File: src/rtl/instr_queue.sv
// Decoupling FIFO between instruction fetch and decode. Holds {pc, instr, pred}
// triples; flushed synchronously on misprediction, cleared asynchronously on reset.
module instr_queue #(
  parameter int DEPTH   = 4,
  parameter int PC_W    = 32,
  parameter int INSTR_W = 32
) (
  input  logic                       clock,
  input  logic                       reset,
  input  logic                       flush,
  input  logic                       in_valid,
  output logic                       in_ready,
  input  logic [PC_W-1:0]            in_pc,
  input  logic [INSTR_W-1:0]         in_instr,
  input  logic                       in_pred,
  output logic                       out_valid,
  input  logic                       out_ready,
  output logic [PC_W-1:0]            out_pc,
  output logic [INSTR_W-1:0]         out_instr,
  output logic                       out_pred,
  output logic [$clog2(DEPTH):0]     count
);

  localparam int AW = $clog2(DEPTH);
  localparam int CW = AW + 1;

  logic [PC_W-1:0]    pc_mem    [DEPTH];
  logic [INSTR_W-1:0] instr_mem [DEPTH];
  logic               pred_mem  [DEPTH];
  logic [AW-1:0]      head;
  logic [AW-1:0]      tail;
  logic               push;
  logic               pop;

  // Handshakes depend only on occupancy, so no path from out_ready to in_ready.
  assign in_ready  = (count != CW'(DEPTH));
  assign out_valid = (count != '0);
  assign push      = in_valid && in_ready;
  assign pop       = out_valid && out_ready;

  assign out_pc    = pc_mem[head];
  assign out_instr = instr_mem[head];
  assign out_pred  = pred_mem[head];

  always_ff @(posedge clock or posedge reset) begin
    if (reset) begin
      head  <= '0;
      tail  <= '0;
      count <= '0;
      for (int unsigned i = 0; i < DEPTH; i++) begin
        pc_mem[i]    <= '0;
        instr_mem[i] <= '0;
        pred_mem[i]  <= 1'b0;
      end
    end else if (flush) begin
      head  <= '0;
      tail  <= '0;
      count <= '0;
    end else begin
      if (push) begin
        pc_mem[tail]    <= in_pc;
        instr_mem[tail] <= in_instr;
        pred_mem[tail]  <= in_pred;
        tail            <= tail + AW'(1);
      end
      if (pop) begin
        head <= head + AW'(1);
      end
      case ({push, pop})
        2'b10:   count <= count + CW'(1);
        2'b01:   count <= count - CW'(1);
        default: count <= count;
      endcase
    end
  end

endmodule

File: config.mk
export PLATFORM = sky130hd
export DESIGN_NAME = instr_queue
export DESIGN_NICKNAME = d
export VERILOG_FILES = /design/src/rtl/instr_queue.sv
export SDC_FILE = /design/constraint.sdc
export NUM_CORES = 1
export LEC_CHECK = 0
export ABC_AREA = 1
export CAP_MARGIN = 20
export CELL_PAD_IN_SITES_DETAIL_PLACEMENT = 1
export CELL_PAD_IN_SITES_GLOBAL_PLACEMENT = 2
export CORE_UTILIZATION = 29
export DETAILED_ROUTE_END_ITERATION = 10
export PLACE_DENSITY_LB_ADDON = 0.25
export SLEW_MARGIN = 20
export SYNTH_ARGS = -nofsm -noshare
export SYNTH_HDL_FRONTEND = slang
export SYNTH_SLANG_ARGS = --single-unit
File: constraint.sdc
create_clock -name clock -period 9.14 [get_ports clock]
set_input_delay 1.371 -clock clock [delete_from_list [all_inputs] [get_ports clock]]
set_output_delay 1.371 -clock clock [all_outputs]
set_load 0.05 [all_outputs]
# Word-level counts from Yosys, hierarchy flattened
# Cells that the tools add are included.
# totals
regBits	267
output_inout_bits	70
in_bits	70
word_cells	58
# classes
eq_ne	3
reduce_logical	8
addsub	4
mux	22
order_cmp	3
bitwise_logic	3
# ops
cell	count
$bwmux 128	2
$mux 32	5
$bmux 32 s2	2
$demux 32 s2	1
$mux 2	4
$ge 3x3->1 const B	2
$not 2->3	2
$pmux 3 s2	1
$reduce_bool 3->1	2
$add 2x1->2 const B	2
$bwmux 4	1
$reduce_bool 2->1	2
$add 3x1->3 const B	1
$logic_and 1x1->1	3
$lt 3x1->1 const B	1
$mux 1	3
$mux 3	1
$ne 3x3->1 const B	1
$sub 3x1->3 const B	1
$bmux 1 s2	1
$demux 1 s2	1
$eq 2x1->1 const B	1
$eq 2x2->1 const B	1
$reduce_and 2->1	1
$not 1->1	1

# Longest topological paths before layout
# logic_depth
depth_word	6
ltp_mapped	12
ltp_nobuf	12

# Worst setup path after synthesis
# No wires, ideal clock.
# synth_path
path_kind	register to output
start	register head[0]
end	output out_instr[25]
stages_incl_launch_ff	6
path_slack_ps	5950
path_buffers	2
arrival_ps	1819
required_time_ps	7769
path_cell_list	dfrtp_1 inv_1 buf_2 clkbuf_1 o21ai_0 o22ai_1
# synth_between
elab_chain_len	4
# synth_lines
element	line	text
start, declared	30	logic [AW-1:0] head;
start signal, assigned	67	head <= head + AW'(1);
$not 2->3 (implied by the code)	42	assign out_instr = instr_mem[head];
$bmux 32 s2	42	
$mux 32 (implied by the code) (2 in a row)	42	
end, declared	19	output logic [INSTR_W-1:0] out_instr,
# No other way between the ends. The select of a mux whose other input is x is not followed.

# Worst setup path after layout
# layout_path
start	register head[0]
end	output out_pred
# layout_between
elab_chain_len	4
# layout_lines
element	line	text
$not 2->3 (implied by the code)	43	assign out_pred = pred_mem[head];
$bmux 1 s2	43	
$mux 1 (implied by the code) (2 in a row)	43	
end, declared	20	output logic out_pred,
# No other way between the ends. The select of a mux whose other input is x is not followed.

==> metrics <==
largest family of logic cells by synthesized area=compound AO/OA/AOI/OAI gates; clock skew=0.0129 ns; Area Overhead vs Synth=22.1%; Psw=2490 uW; syn_nets=1,403; Max Clock Freq=0.187 GHz; maxcap violations=0; max_slew headroom=34.0%; antenna-violating nets left=0; Total Wirelength=33,900 um; Starting Density=29.4%; initial antenna violation count=1; Die Height=208 um; cell internal pwr=3470 uW; fin crit period=5.34 ns; commonest non-fill, non-tap cell in the layout=nand2_1; Finished Core Util=35.8%; Unique masters post-synth=21; Nets=1,489; DP HPWL=19,300 um; leakage=0.00694 uW; die area=43,200 sq um; hold_buf cts=0; mux share of post-synthesis cell area=0%; clock root cell=clkbuf_16; Reg power frac=32.8%; Post-Place Cells=1,917; Max Fanout on Critical Path=68; first-pass GRT wire length=55,600 um; CTS tree=yes; final hold viol count=0; xor-xnor portion of the synthesized cell area=0.0713%; total negative slack=0 ns; vias in the first global route=9,791; Layout Cells excl Fill=1,980; Num CTS Buffers=34; initial drt markers=476; Sw Share=41.8%; Clk pwr share=24.6%; Critical Path RT=7.77 ns; H-tree levels=2; worst vdd ir=0.226 mV; CP Launch Type=register; unrepaired setup endpoints after global routing=false; std cell rows=75; crit path DAT=3.97 ns; slew of the pin with the lowest slew margin=0.991 ns; Post-synth EDFFs=0; global-route usage over all layers=16.1%; # clock sinks=267; Crit. End Element=primary output; pwr dens=397 nW/um^2; DR vias=9,328; top_reg_cell synth=dfrtp_1; CTS resizes=0; total core area=41,900 sq um; post-synthesis compound-gate area fraction=23.6%; Post-CTS Setup Bufs=0; Total Power=5960 uW; largest net degree at the start of global routing=152; gpl congestion=0.711; synthesized area=12,300 sq um; most frequent cells in the layout=nand2_1 (277), dfrtp_1 (265), o21ai_0 (240), clkdlybuf4s50_1 (139), o21ai_2 (135); Filler cells=4,791; # DRC=0; Synth Register Bits=267; Pins Over Slew Limit=0; Fin Hold WS=0.476 ns; First-pass DRT Iterations=4; final-report setup violation count=0; share of cells above drive strength 1=14.9%; status=finished, final reports clean; mean post-synth cell area=9.26 sq um; DR WL/cell=17.1 um; CTS Buffer Depth=3; Reg clk slew, reported paths=0.06 ns; Async S/R FF share, synth=100%; Chip Width=208 um; yosys warns=0; Worst Hold Class=register to register; simple-gate share of the synthesized area=13.4%; Tcrit/Tclk final=58.4%; Buffers on Ports=139; Seq/Total Area, Yosys=54.4%; Post-Syn Instances=1,328; Setup CP Type=register to primary output; Worst-Skew Late Latency=0.53 ns; Post-Synth Adder-Cell Area=0.570%; gr ovfl total=0; Comb pwr share=42.6%; Vias/cell=4.71; I/O pin count=140
-- final timing paths --
| kind | depth (start not counted) | slack, ns | start | end |
|---|---|---|---|---|
| worst min register to register | 2 | 0.48 | instr_mem[75] | instr_mem[75] |
| max in group asynchronous | 3 | 6.37 | reset | instr_mem[55] |
| worst min-delay path | 2 | 0.48 | instr_mem[75] | instr_mem[75] |
| worst max register to register | 7 | 6.35 | count[1] | instr_mem[24] |
| worst max-delay path | 5 | 3.80 | head[0] | out_pred |
| min in group asynchronous | 2 | 1.40 | reset | pc_mem[119] |
-- kinds of logic (layout without fill, tap and decap cells) --
family,Yosys count,after routing
compound gates,461,461
xor+xnor,1,1
fa+ha+maj,5,5
buf+inv,173,285
flops,267,267
other cells,0,1
simple gates,421,421
-- stage by stage --
| step | area [sq um] | setup WS, ns |
|---|---|---|
| final | 15000 | 3.80 |
| after global routing | 15000 | 3.58 |
| after CTS | 15000 | 3.74 |
| after detailed placement | 13800 | 4.34 |
| after global placement | 13800 | 4.35 |
| after floorplan | 12300 | 0.415 |
-- synthesized netlist by cell type, types with 3 or more instances --
cell type | number | area [sq um]
a21oi_1 | 3 | 15.0
buf_1 | 4 | 15.0
buf_2 | 3 | 15.0
buf_6 | 44 | 495
clkbuf_1 | 47 | 176
dfrtp_1 | 267 | 6680
ha_1 | 4 | 50.1
inv_1 | 75 | 282
nand2_1 | 277 | 1040
nand2_4 | 6 | 67.6
nand3_1 | 4 | 20.0
nor2_1 | 131 | 492
o21ai_0 | 240 | 1200
o21ai_1 | 18 | 90.1
o21ai_2 | 135 | 1180
o22ai_1 | 65 | 407
-- registers in the layout, summed over array words and instances (netlist names) --
name and count:
count 3, tail 2, pc_mem 128, head 2, pred_mem 4, instr_mem 128
-- final cells by class --
class,count,area (sq um),share of cell area [%]
inverter,75,292,1.94
antenna,1,2.50,0.0167
multi-input combinational,888,4630,30.8
clock inverter,10,158,1.05
timing repair buffer,148,1470,9.81
tap,539,674,4.50
clock buffer,52,1090,7.28
sequential,267,6690,44.6
-- critical path: stages (launching register included) --
cell and delay, ns:
dfrtp_4 0.71, inv_4 0.61, buf_4 0.73, o21ai_0 0.18
o22ai_1 0.32, clkdlybuf4s50_1 0.87
-- per-layer routing --
layer	vias up	wire length, um	global-route usage [%]
li1	4596	-	-
met1	4564	16600	22.1
met5	-	17	0
met3	42	1170	2.97
met2	124	15400	25.7
met4	2	696	5.19
-- power by group through the flow --
stage	Sequential [uW]	Clock, uW	Combinational, uW
4_1_cts	1960	1520	2580
3_3_place_gp	1960	0	2540
3_5_place_dp	1970	0	2570
5_1_grt	2020	1560	2760
2_1_floorplan	1900	0	1850
6_report	1950	1470	2540
(Power assumes the default switching activity.)
